**config.mk**
```make
export PLATFORM = sky130hd
export DESIGN_NAME = sram_arbiter
export DESIGN_NICKNAME = d
export VERILOG_FILES = /design/src/rtl/sram_arbiter.sv
export SDC_FILE = /design/constraint.sdc
export NUM_CORES = 1
export LEC_CHECK = 0
export ABC_AREA = 0
export CELL_PAD_IN_SITES_DETAIL_PLACEMENT = 0
export CELL_PAD_IN_SITES_GLOBAL_PLACEMENT = 2
export CORE_ASPECT_RATIO = 0.5
export CORE_MARGIN = 3
export CORE_UTILIZATION = 34
export DETAILED_ROUTE_END_ITERATION = 7
export DONT_BUFFER_PORTS = 1
export GPL_TIMING_DRIVEN = 0
export HOLD_SLACK_MARGIN = 0.1
export PLACE_DENSITY = 0.87
export REMOVE_ABC_BUFFERS = 1
export SYNTH_ARGS = -nofsm -noshare
export SYNTH_HDL_FRONTEND = slang
export SYNTH_SLANG_ARGS = --single-unit
```
**constraint.sdc**
```tcl
create_clock -name clk -period 2.2 [get_ports clk]
set_clock_uncertainty 0.2 [all_clocks]
set_input_delay 0.11 -clock clk [delete_from_list [all_inputs] [get_ports clk]]
set_output_delay 0.11 -clock clk [all_outputs]
set_load 0.01 [all_outputs]
```
**src/rtl/sram_arbiter.sv**
```systemverilog
// Arbitrates one 32-bit asynchronous SRAM between a read-only fetch port and a byte/half/word data port.
// Define SRAM_ARB_FAIR_EN to force a waiting fetch through after FAIR_LIMIT consecutive data grants.
module sram_arbiter #(
    parameter int unsigned WAIT_CYCLES = 2,
    parameter int unsigned FAIR_LIMIT  = 4
) (
    input  logic        clk,
    input  logic        rst,
    input  logic        if_req,
    input  logic [31:0] if_addr,
    output logic [31:0] if_rdata,
    output logic        if_ack,
    input  logic        d_req,
    input  logic        d_we,
    input  logic [1:0]  d_sel,
    input  logic [31:0] d_addr,
    input  logic [31:0] d_wdata,
    output logic [31:0] d_rdata,
    output logic        d_ack,
    output logic [19:0] sram_addr,
    input  logic [31:0] sram_dq_i,
    output logic [31:0] sram_dq_o,
    output logic        sram_dq_oe,
    output logic        sram_ce_n,
    output logic        sram_oe_n,
    output logic        sram_we_n,
    output logic [3:0]  sram_be_n,
    output logic        busy
);
    typedef enum logic [2:0] {
        ST_IDLE,
        ST_RD,
        ST_WR,
        ST_WR_HOLD,
        ST_DONE
    } state_t;

    localparam logic [3:0] WAIT_LAST = 4'(WAIT_CYCLES - 1);

    if (WAIT_CYCLES < 1 || WAIT_CYCLES > 15) begin : g_bad_wait
        $error("sram_arbiter: WAIT_CYCLES must be within 1..15");
    end
    if (FAIR_LIMIT < 1 || FAIR_LIMIT > 255) begin : g_bad_fair
        $error("sram_arbiter: FAIR_LIMIT must be within 1..255");
    end

    state_t      state_q, state_d;
    logic [3:0]  wait_q, wait_d;
    logic        data_id_q, data_id_d;
    logic [1:0]  sel_q, sel_d;
    logic [1:0]  off_q, off_d;
    logic [19:0] addr_q, addr_d;
    logic [31:0] wdata_q, wdata_d;
    logic [3:0]  be_q, be_d;
    logic [31:0] rdata_q, rdata_d;

    logic grant_data;
    logic grant_fetch;
    logic force_fetch;

    // Only the word-address bits reach the SRAM; fetches are always whole words.
    logic unused_addr_bits;
    assign unused_addr_bits = ^{if_addr[31:22], if_addr[1:0], d_addr[31:22]};

    function automatic logic [3:0] lane_be(input logic [1:0] sel, input logic [1:0] off);
        case (sel)
            2'b01:   return ~(4'b0001 << off);
            2'b10:   return off[1] ? 4'b0011 : 4'b1100;
            2'b11:   return 4'b0000;
            default: return 4'b1111;
        endcase
    endfunction

    // Replicating the store data puts it in every candidate lane; be_n picks the real one.
    function automatic logic [31:0] lane_wdata(input logic [1:0] sel, input logic [31:0] wdata);
        case (sel)
            2'b01:   return {4{wdata[7:0]}};
            2'b10:   return {2{wdata[15:0]}};
            2'b11:   return wdata;
            default: return 32'h0;
        endcase
    endfunction

    function automatic logic [31:0] lane_rdata(input logic [1:0] sel, input logic [1:0] off,
                                               input logic [31:0] word);
        logic [31:0] shifted;
        shifted = 32'h0;
        case (sel)
            2'b01: begin
                shifted = word >> {off, 3'b000};
                return {24'h0, shifted[7:0]};
            end
            2'b10: begin
                shifted = word >> {off[1], 4'b0000};
                return {16'h0, shifted[15:0]};
            end
            2'b11:   return word;
            default: return 32'h0;
        endcase
    endfunction

`ifdef SRAM_ARB_FAIR_EN
    localparam logic [7:0] FAIR_MAX = 8'(FAIR_LIMIT);
    logic [7:0] fair_q, fair_d;

    assign force_fetch = if_req && (fair_q >= FAIR_MAX);

    always_comb begin
        fair_d = fair_q;
        if (grant_fetch) begin
            fair_d = 8'd0;
        end else if (grant_data && if_req) begin
            fair_d = fair_q + 8'd1;
        end
    end

    always_ff @(posedge clk) begin
        if (!rst) begin
            fair_q <= 8'd0;
        end else begin
            fair_q <= fair_d;
        end
    end
`else
    assign force_fetch = 1'b0;
`endif

    assign grant_data  = (state_q == ST_IDLE) && d_req && !force_fetch;
    assign grant_fetch = (state_q == ST_IDLE) && if_req && !grant_data;

    always_comb begin
        state_d   = state_q;
        wait_d    = wait_q;
        data_id_d = data_id_q;
        sel_d     = sel_q;
        off_d     = off_q;
        addr_d    = addr_q;
        wdata_d   = wdata_q;
        be_d      = be_q;
        rdata_d   = rdata_q;
        case (state_q)
            ST_IDLE: begin
                wait_d = 4'd0;
                if (grant_data) begin
                    data_id_d = 1'b1;
                    sel_d     = d_sel;
                    off_d     = d_addr[1:0];
                    addr_d    = d_addr[21:2];
                    be_d      = lane_be(d_sel, d_addr[1:0]);
                    wdata_d   = lane_wdata(d_sel, d_wdata);
                    rdata_d   = 32'h0;
                    if (d_sel == 2'b00) begin
                        state_d = ST_DONE;
                    end else if (d_we) begin
                        state_d = ST_WR;
                    end else begin
                        state_d = ST_RD;
                    end
                end else if (grant_fetch) begin
                    data_id_d = 1'b0;
                    sel_d     = 2'b11;
                    off_d     = 2'b00;
                    addr_d    = if_addr[21:2];
                    be_d      = 4'b0000;
                    wdata_d   = 32'h0;
                    rdata_d   = 32'h0;
                    state_d   = ST_RD;
                end
            end
            ST_RD: begin
                if (wait_q == WAIT_LAST) begin
                    rdata_d = lane_rdata(sel_q, off_q, sram_dq_i);
                    state_d = ST_DONE;
                end else begin
                    wait_d = wait_q + 4'd1;
                end
            end
            ST_WR: begin
                if (wait_q == WAIT_LAST) begin
                    state_d = ST_WR_HOLD;
                end else begin
                    wait_d = wait_q + 4'd1;
                end
            end
            ST_WR_HOLD: state_d = ST_DONE;
            ST_DONE:    state_d = ST_IDLE;
            default:    state_d = ST_IDLE;
        endcase
    end

    always_ff @(posedge clk) begin
        if (!rst) begin
            state_q   <= ST_IDLE;
            wait_q    <= 4'd0;
            data_id_q <= 1'b0;
            sel_q     <= 2'b00;
            off_q     <= 2'b00;
            addr_q    <= 20'h0;
            wdata_q   <= 32'h0;
            be_q      <= 4'hF;
            rdata_q   <= 32'h0;
        end else begin
            state_q   <= state_d;
            wait_q    <= wait_d;
            data_id_q <= data_id_d;
            sel_q     <= sel_d;
            off_q     <= off_d;
            addr_q    <= addr_d;
            wdata_q   <= wdata_d;
            be_q      <= be_d;
            rdata_q   <= rdata_d;
        end
    end

    always_comb begin
        sram_ce_n  = 1'b1;
        sram_oe_n  = 1'b1;
        sram_we_n  = 1'b1;
        sram_be_n  = 4'hF;
        sram_dq_oe = 1'b0;
        case (state_q)
            ST_RD: begin
                sram_ce_n = 1'b0;
                sram_oe_n = 1'b0;
                sram_be_n = 4'b0000;
            end
            ST_WR: begin
                sram_ce_n  = 1'b0;
                sram_we_n  = 1'b0;
                sram_dq_oe = 1'b1;
                sram_be_n  = be_q;
            end
            // we_n rises while ce_n, address and data stay put to meet data hold time.
            ST_WR_HOLD: begin
                sram_ce_n  = 1'b0;
                sram_dq_oe = 1'b1;
                sram_be_n  = be_q;
            end
            default: ;
        endcase
    end

    assign sram_addr = addr_q;
    assign sram_dq_o = wdata_q;
    assign if_ack    = (state_q == ST_DONE) && !data_id_q;
    assign d_ack     = (state_q == ST_DONE) && data_id_q;
    assign if_rdata  = if_ack ? rdata_q : 32'h0;
    assign d_rdata   = d_ack ? rdata_q : 32'h0;
    assign busy      = (state_q != ST_IDLE);

endmodule

```
==> results of run 1 <==
-- report_power, final --
part           internal, W  switching, W
Clock              0.00103      0.000682
Combinational      0.00105       0.00151
Sequential         0.00220      0.000535
-- repair_timing --
action                                  CTS  global route
gates resized for setup                  16            10
endpoints found under the hold margin   100             0
pin swaps                                 2             2
buffers inserted                          1             3
endpoints found under the setup margin   97            69
hold buffers                            109             0
-- metal layers --
layer | GRT usage | part of all wire | vias up
li1 | - | - | 2347
met5 | 0 | 0 | -
met3 | 0.0435 | 0.050 | 12
met1 | 0.236 | 0.45 | 2321
met2 | 0.338 | 0.50 | 154
met4 | 0.0402 | 0.0096 | 0
-- cells in the final DEF (no fill, tap or decap), types with 9 or more instances in the layout --
master	netlist	layout
nor2_1	88	86
a21oi_1	57	56
nor2b_1	25	25
a211oi_1	9	9
nand2_1	25	25
a22o_1	32	32
mux2_2	17	17
dlygate4sd3_1	0	107
clkbuf_16	0	9
o22ai_1	21	21
a221o_1	11	11
mux2i_1	16	16
and2_1	66	64
a22oi_1	27	27
o21ai_0	17	15
dfxtp_1	100	97
-- state kept, by name, summed over array words and instances (netlist names) --
name and count:
state_q 3, wait_q 4, sel_q 2, sram_dq_o 32
be_q 4, data_id_q 1, sram_addr 20, rdata_q 32
off_q 2
-- worst max-delay path: cells and delay by family --
kind / cells / cell delay (ns)
and+or+nand+nor: 2 / 0.18
buffers and inverters: 3 / 1.69
AOI/OAI and AO/OA: 2 / 0.19
-- layout make-up --
| cell class | instances | area [µm²] |
|---|---|---|
| fillers | 1391 | 7860 |
| clock inverters | 4 | 72.6 |
| clock buffers | 12 | 246 |
| well taps | 198 | 248 |
| repair buffers | 116 | 1190 |
| inverters | 7 | 31.3 |
| multi-input cells | 459 | 3010 |
| flip-flops and latches | 100 | 2010 |
-- final timing paths --
path              endpoint         from  cells past startpoint
max          sram_addr[13]   d_addr[15]                      7
min             rdata_q[2]          rst                      3
max reg2reg    rdata_q[16]    wait_q[0]                      4
min reg2reg    rdata_q[10]  rdata_q[10]                      2
-- metrics by stage --
| stage | cell area [µm²] | util | worst slack, ns | hold slack (ns) | setup TNS (ns) |
|---|---|---|---|---|---|
| CTS | 6750 | 0.461 | -0.00882 | 0.103 | -0.00882 |
| global route | 6810 | 0.464 | 0.000484 | 0.122 | 0 |
| detailed placement | 5260 | 0.359 | -1.06 | 0.0387 | -36.67 |
| global placement | 5180 | 0.354 | -4.02 | 0.0372 | -196.89 |
| finish | 6810 | 0.464 | 0.0429 | 0.0907 | 0 |
| floorplan | 4940 | - | -1.55 | 0.0357 | -53.34 |
-- logic make-up (layout without fill, tap and decap cells) --
family,after synthesis,after routing,synth area share
xor+xnor,4,4,0.00676
fa+ha+maj,2,2,0.00483
buf+inv,64,139,0.0517
mux,33,33,0.0679
flops,100,100,0.387
simple gates,234,234,0.234
compound gates,186,186,0.248
==> flow_metrics.py, run 1 <==
metrics = {
    "outcome": {
        "status": "completed",
    },
    "timing": {
        "tightest_slew_ns": 1.11,
        "maxSlewViolCount": 0,
        "setup_viol": 0,
        "fin_crit_sh": 0.980,
        "timing.fmax_mhz": 464,
        "rsz0062_at_grt": "no",
        "min_period_ns": 2.16,
        "relSlewSlack": 0.254,
        "hold_violations": 0,
    },
    "finish": {
        "stdcell_count": 896,
        "area_growth_syn_to_layout_pct": 31.4,
        "nets": 830,
        "antenna_cells": 0,
        "drive_gt1_frac": 0.0888,
    },
    "power_and_ir_drop": {
        "peakVddDrop_mv": 0.463,
        "total_power_w": 0.00700,
        "p_per_area_nw_per_um2": 1030,
        "leakage_nw": 2.57,
    },
    "clock_network": {
        "clkTransAtPathRegs_ns": 0.07,
        "cts_max_level": 3,
        "max-clock-path-buffers": 2,
        "cts_tree": "done",
        "cts_buffers": 9,
        "clkSinkCount": 100,
        "worstSkewPairLatency_ns": 0.34,
        "root_buffer": "clkbuf_16",
    },
    "die": {
        "rows": 31,
        "pin_count": 262,
        "initial_utilization": 0.353,
        "die_h_um": 93.3,
        "die_x_um": 181,
        "dieArea_um2": 16800,
        "coreArea_um2": 14700,
    },
    "logic_synthesis": {
        "synth_top_area_share": 0.387,
        "syn-instance-count": 623,
        "avgSynthCellArea_um2": 8.31,
        "synth_seq_area_share": 0.387,
        "netlist_area_um2": 5180,
        "yosys.area.top_type": "dfxtp_1",
        "synth_edf_count": 0,
        "synth.area.top_cells": "dfxtp_1, and2_1, nor2_1",
        "synthTopCellsByCount": "dfxtp_1, nor2_1, and2_1, a21oi_1, clkbuf_1",
        "ys.flop_type": "dfxtp_1",
        "synth_most_common_cell": "dfxtp_1",
        "ys_seq_elements": 100,
        "async_flop_share": 0,
        "synth_warnings": 0,
        "ys_types": 49,
    },
    "grt": {
        "antenna_found_initial": 0,
        "grt_overflow": 0,
        "grt_pass1_vias": 4772,
        "grt_first_pass_wirelength_um": 25900,
        "grt_max_degree": 38,
        "grt.total_usage": 0.189,
    },
    "routing": {
        "post-route-drc-count": 0,
        "ant_nets": 0,
        "routed_via_density": 5.40,
        "num_vias": 4834,
        "drtIter0Drc": 170,
        "wl_per_cell_um": 18.6,
        "firstDrtPassIters": 4,
        "drt_wl_total_um": 16700,
    },
    "critical_path": {
        "critical-path-max-stage-delay_ns": 0.58,
        "cp.required_ns": 2.22,
        "regToRegSetupSlack_ns": 0.16,
        "cp-end-kind": "register",
        "worst_path_max_delay_cell": "dlygate4sd3_1",
        "cp_data_arrival_time_ns": 2.17,
        "path_cells": "dlygate4sd3_1, nor2b_1, dlygate4sd3_1, a21oi_1, dlygate4sd3_1, o22ai_1, nor2_1",
        "crit_path_start_kind": "input pin",
        "crit_top_cell": "dlygate4sd3_1",
        "path_class": "input pin to register",
        "cp_max_fo": 1,
    },
    "run": {
        "drv_cap": 0,
    },
    "min_path": {
        "worstHoldPathType": "input pin to register",
    },
    "placed_design": {
        "place_congestion": 0.739,
        "dp.cells": 767,
        "io_buffers": 0,
        "place_hpwl_um": 10700,
    },
}
No activity file was read; power rests on OpenSTA's default activity.
==> inputs of run 2 (changes only) <==
Clock period 2.2 ns to 2.12 ns, I/O delays scaled along.
==> run 2 against run 1 <==
Net effect:
- total power rose by 5.2%
- final cell count up 2.1%
- sequential power up 4%
- wire length increased by 4.2%
- design area increased by 3.5%
==> flow_metrics.py, run 2 (synthesis results as in run 1) <==
metrics = {
    "critical_path": {
        "cp_max_fo": 13,
        "crit_buf_inv": 0,
        "crit_path_start_kind": "register",
        "cp.required_ns": 2.20,
        "crit_family": "simple AND/OR/NAND/NOR gates",
        "timing.rr.start": "state_q[2]",
        "critical-path-max-stage-delay_ns": 0.71,
        "cp-end-kind": "register",
        "path_cells": "or4b_4, nor2_4, o2bb2ai_1, o311a_1",
        "startpoint": "state_q[2]",
        "cp_data_arrival_time_ns": 2.10,
        "worst_path_max_delay_cell": "or4b_4",
        "path_class": "register to register",
    },
    "clock_network": {
        "cts_max_level": 3,
        "clkSinkCount": 100,
        "root_buffer": "clkbuf_16",
        "clkTransAtPathRegs_ns": 0.07,
        "max-clock-path-buffers": 2,
        "worstSkewPairLatency_ns": 0.34,
        "cts_tree": "done",
        "cts_buffers": 9,
    },
    "finish": {
        "nFillCells": 1359,
        "antenna_cells": 0,
        "drive_gt1_frac": 0.103,
        "stdcell_count": 915,
        "final_cell_mix": "dlygate4sd3_1, dfxtp_1, nor2_1",
        "final_cell_area_um2": 7040,
        "nets": 849,
        "area_growth_syn_to_layout_pct": 36.0,
        "layout_commonest_cell": "dlygate4sd3_1",
    },
    "routing": {
        "drt_wl_total_um": 17400,
        "wl_per_cell_um": 19.0,
        "routed_via_density": 5.46,
        "post-route-drc-count": 0,
        "num_vias": 5000,
        "firstDrtPassIters": 5,
        "drtIter0Drc": 190,
        "ant_nets": 0,
    },
    "grt": {
        "antenna_found_initial": 0,
        "grt_pass1_vias": 4980,
        "grt.total_usage": 0.196,
        "grt_overflow": 0,
        "grt_max_degree": 41,
        "grt_first_pass_wirelength_um": 26800,
    },
    "die": {
        "pin_count": 262,
        "initial_utilization": 0.353,
        "dieArea_um2": 16800,
        "coreArea_um2": 14700,
        "die_x_um": 181,
        "die_h_um": 93.3,
        "rows": 31,
    },
    "timing": {
        "hold_violations": 0,
        "relSlewSlack": 0.250,
        "rsz0062_at_grt": "no",
        "fin_ws_ns": 0.0963,
        "setup_viol": 0,
        "fin_crit_sh": 0.955,
        "tightest_slew_ns": 1.12,
        "maxSlewViolCount": 0,
        "timing.fmax_mhz": 494,
        "min_period_ns": 2.02,
    },
    "placed_design": {
        "io_buffers": 0,
        "place_area_um2": 5260,
        "post-place-ws_ns": -1.14,
        "place_hpwl_um": 10700,
        "place_congestion": 0.739,
        "dp.cells": 767,
    },
    "min_path": {
        "worstHoldPathType": "input pin to register",
        "hold_start": "sram_dq_i[11]",
    },
    "outcome": {
        "status": "completed",
    },
    "power_and_ir_drop": {
        "peakVddDrop_mv": 0.457,
        "leakage_nw": 2.70,
        "p_per_area_nw_per_um2": 1050,
    },
    "run": {
        "drv_cap": 0,
    },
}
==> run 2: cell types whose count changed in the layout (fill, tap and decap cells not counted), moves of 2 or more <==
cell	before	now
dlygate4sd3_1	107	118
buf_4	4	6
buf_12	3	6
dfxtp_2	3	6
dfxtp_1	97	94
==> run 2: path summary, 6_finish.rpt <==
path | end | slack (ns) | depth (start not counted)
worst min-delay path | rdata_q[3] | 0.10 | 4
worst min register to register | rdata_q[10] | 0.27 | 2
worst max register to register | state_q[1] | 0.1 | 4
worst max-delay path | state_q[1] | 0.1 | 4
==> run 2: worst register-to-register path, delay by kind of cell (launching register included) <==
family | cells | cell delay [ns]
AO/OA/AOI/OAI | 2 | 0.32
flip-flops | 1 | 0.41
AND/OR/NAND/NOR | 2 | 1.03
==> run 2: repair_timing <==
item / 4_1_cts / 5_1_grt
gates cloned: 1 / 1
endpoints found under the setup margin: 148 / 83
hold buffers: 123 / 0
gates resized for setup: 21 / 8
setup buffers: 5 / 2
pin swaps: 3 / 3
endpoints found under the hold margin: 100 / 0
==> run 2: layout make-up <==
type                       count  area [µm²]  area share
multi-input combinational    460        3030       0.430
clock buffer                  12         246      0.0350
inverter                       7        28.8     0.00409
timing repair buffer         134        1410       0.200
sequential                   100        2010       0.285
tap                          198         248      0.0352
clock inverter                 4        72.6      0.0103
==> run 2: routing by layer <==
metal / GRT usage / vias up / routed length [µm]
met5: 0 / - / 0
li1: - / 2386 / -
met2: 0.354 / 188 / 8690
met3: 0.0466 / 18 / 961
met1: 0.238 / 2408 / 7550
met4: 0.0479 / 0 / 211
==> run 2: power breakdown <==
group / switching, W / internal (W) / leakage, nW
clock network: 0.000709 / 0.00107 / 0.153
logic: 0.00160 / 0.00115 / 1.73
registers: 0.000562 / 0.00228 / 0.819
==> run 2: stage by stage <==
stage          hold WS [ns]  setup TNS, ns  power, W   util
6_report              0.101              0   0.00737  0.480
4_1_cts               0.103              0   0.00737  0.476
3_3_place_gp         0.0332        -208.30   0.00483  0.354
2_1_floorplan        0.0317         -58.16   0.00432      -
5_1_grt               0.145              0   0.00779  0.480
3_5_place_dp         0.0347         -44.91   0.00505  0.359
==> inputs of run 3 (changes only) <==
Settings changed: PLACE_DENSITY 0.87 to unset, PLACE_DENSITY_LB_ADDON set to 0.2.
==> run 3 against run 2 <==
Net effect:
- flip-flop and latch count unchanged
- fmax down 3.6%
- non-clock buffer count up 17
- via count up 1.1%
- first-iteration DRC count up 6.8%
- sequential power about the same
- largest cell class unchanged
==> flow_metrics.py, run 3 (synthesis results as in run 1) <==
metrics = {
    "clock_network": {
        "clkSinkCount": 100,
        "cts_tree": "done",
        "worstSkewPairLatency_ns": 0.34,
        "max-clock-path-buffers": 2,
        "clkTransAtPathRegs_ns": 0.07,
        "root_buffer": "clkbuf_16",
        "cts_max_level": 3,
        "cts_buffers": 9,
    },
    "power_and_ir_drop": {
        "leakage_nw": 2.83,
        "peakVddDrop_mv": 0.536,
        "p_per_area_nw_per_um2": 1090,
        "total_power_w": 0.00797,
    },
    "critical_path": {
        "path_class": "register to register",
        "worst_path_max_delay_cell": "dfxtp_4",
        "cp.required_ns": 2.15,
        "cp-end-kind": "register",
        "crit_buf_inv": 2,
        "critical-path-max-stage-delay_ns": 0.37,
        "cp_data_arrival_time_ns": 2.13,
        "crit_family": "compound AO/OA/AOI/OAI gates",
        "crit_path_start_kind": "register",
        "regToRegSetupSlack_ns": 0.02,
        "cp_max_fo": 24,
        "path_cells": "buf_6, nor3_4, bufinv_16, a2bb2oi_4, and2_4, a221o_1",
    },
    "timing": {
        "setup_tns_ns": 0,
        "timing.fmax_mhz": 476,
        "tightest_slew_ns": 0.799,
        "relSlewSlack": 0.466,
        "min_period_ns": 2.10,
        "hold_violations": 0,
        "fin_crit_sh": 0.991,
        "maxSlewViolCount": 0,
        "setup_viol": 0,
    },
    "grt": {
        "antenna_found_initial": 0,
        "grt_pass1_vias": 4740,
        "grt_max_degree": 46,
        "grt.total_usage": 0.197,
        "grt_first_pass_wirelength_um": 26700,
        "grt_overflow": 0,
    },
    "finish": {
        "final_cell_area_um2": 7320,
        "drive_gt1_frac": 0.144,
        "layout_commonest_cell": "dlygate4sd3_1",
        "stdcell_count": 935,
        "final_core_util": 0.499,
        "final_cell_mix": "dlygate4sd3_1, dfxtp_1, nor2_1",
        "area_growth_syn_to_layout_pct": 41.3,
        "antenna_cells": 0,
        "nets": 869,
    },
    "placed_design": {
        "place_hpwl_um": 10900,
        "dp.cells": 767,
        "place_congestion": 0.710,
        "io_buffers": 0,
        "place_area_um2": 5270,
    },
    "routing": {
        "ant_nets": 0,
        "post-route-drc-count": 0,
        "routed_via_density": 5.41,
        "firstDrtPassIters": 5,
        "num_vias": 5056,
        "drtIter0Drc": 203,
        "wl_per_cell_um": 19.8,
        "drt_wl_total_um": 18500,
    },
    "die": {
        "initial_utilization": 0.353,
        "die_h_um": 93.3,
        "die_x_um": 181,
        "dieArea_um2": 16800,
        "rows": 31,
        "coreArea_um2": 14700,
        "pin_count": 262,
    },
    "run": {
        "drv_cap": 0,
    },
    "min_path": {
        "worstHoldPathType": "input pin to register",
    },
    "outcome": {
        "status": "completed",
    },
}
## run 3: routing by layer
layer / GRT usage / vias up / part of all wire
met5: 0 / - / 0
met4: 0.0332 / 0 / 0.0081
met3: 0.0594 / 13 / 0.076
met2: 0.330 / 193 / 0.47
met1: 0.256 / 2430 / 0.44
li1: - / 2420 / -
## run 3: area by class of cell
| type | instances | area, µm² |
|---|---|---|
| multi-input combinational | 461 | 3110 |
| timing repair buffer | 151 | 1570 |
| clock buffer | 11 | 243 |
| sequential | 100 | 2010 |
| tap | 198 | 248 |
| clock inverter | 5 | 60.1 |
| fill | 1451 | 7340 |
| inverter | 7 | 52.6 |
| timing repair inverter | 2 | 17.5 |
## run 3: path summary, 6_finish.rpt
path / start / end / depth (start not counted)
max: state_q[1] / rdata_q[6] / 6
min: rst / rdata_q[5] / 3
max reg2reg: state_q[1] / rdata_q[6] / 6
min reg2reg: rdata_q[12] / rdata_q[12] / 2
## run 3: per-stage QoR
step	worst slack [ns]	hold slack, ns
finish	0.0199	0.0842
global route	-0.0476	0.104
CTS	-0.0133	-0.324
detailed placement	-1.15	0.0348
global placement	-4.34	0.0325
floorplan	-1.63	0.0317
## run 3: what timing repair did
action	CTS	global route
gates cloned	0	8
endpoints found under the setup margin	159	65
hold buffers	122	10
resized for setup	21	33
buffers inserted	7	12
pin swaps	1	14
endpoints found under the hold margin	98	22
## run 3: power breakdown
group | internal, W | switching [W] | total (W) | leakage (nW)
Sequential | 0.00229 | 0.000544 | 0.00283 | 0.818
Combinational | 0.00159 | 0.00184 | 0.00343 | 1.86
Clock | 0.000954 | 0.000756 | 0.00171 | 0.146
Total | 0.00483 | 0.00314 | 0.00797 | 2.83
## run 3: worst register-to-register path: stages, from the launching register on
cell,delay [ns]
dfxtp_4,0.37
buf_6,0.13
nor3_4,0.24
bufinv_16,0.23
a2bb2oi_4,0.19
and2_4,0.26
a221o_1,0.37
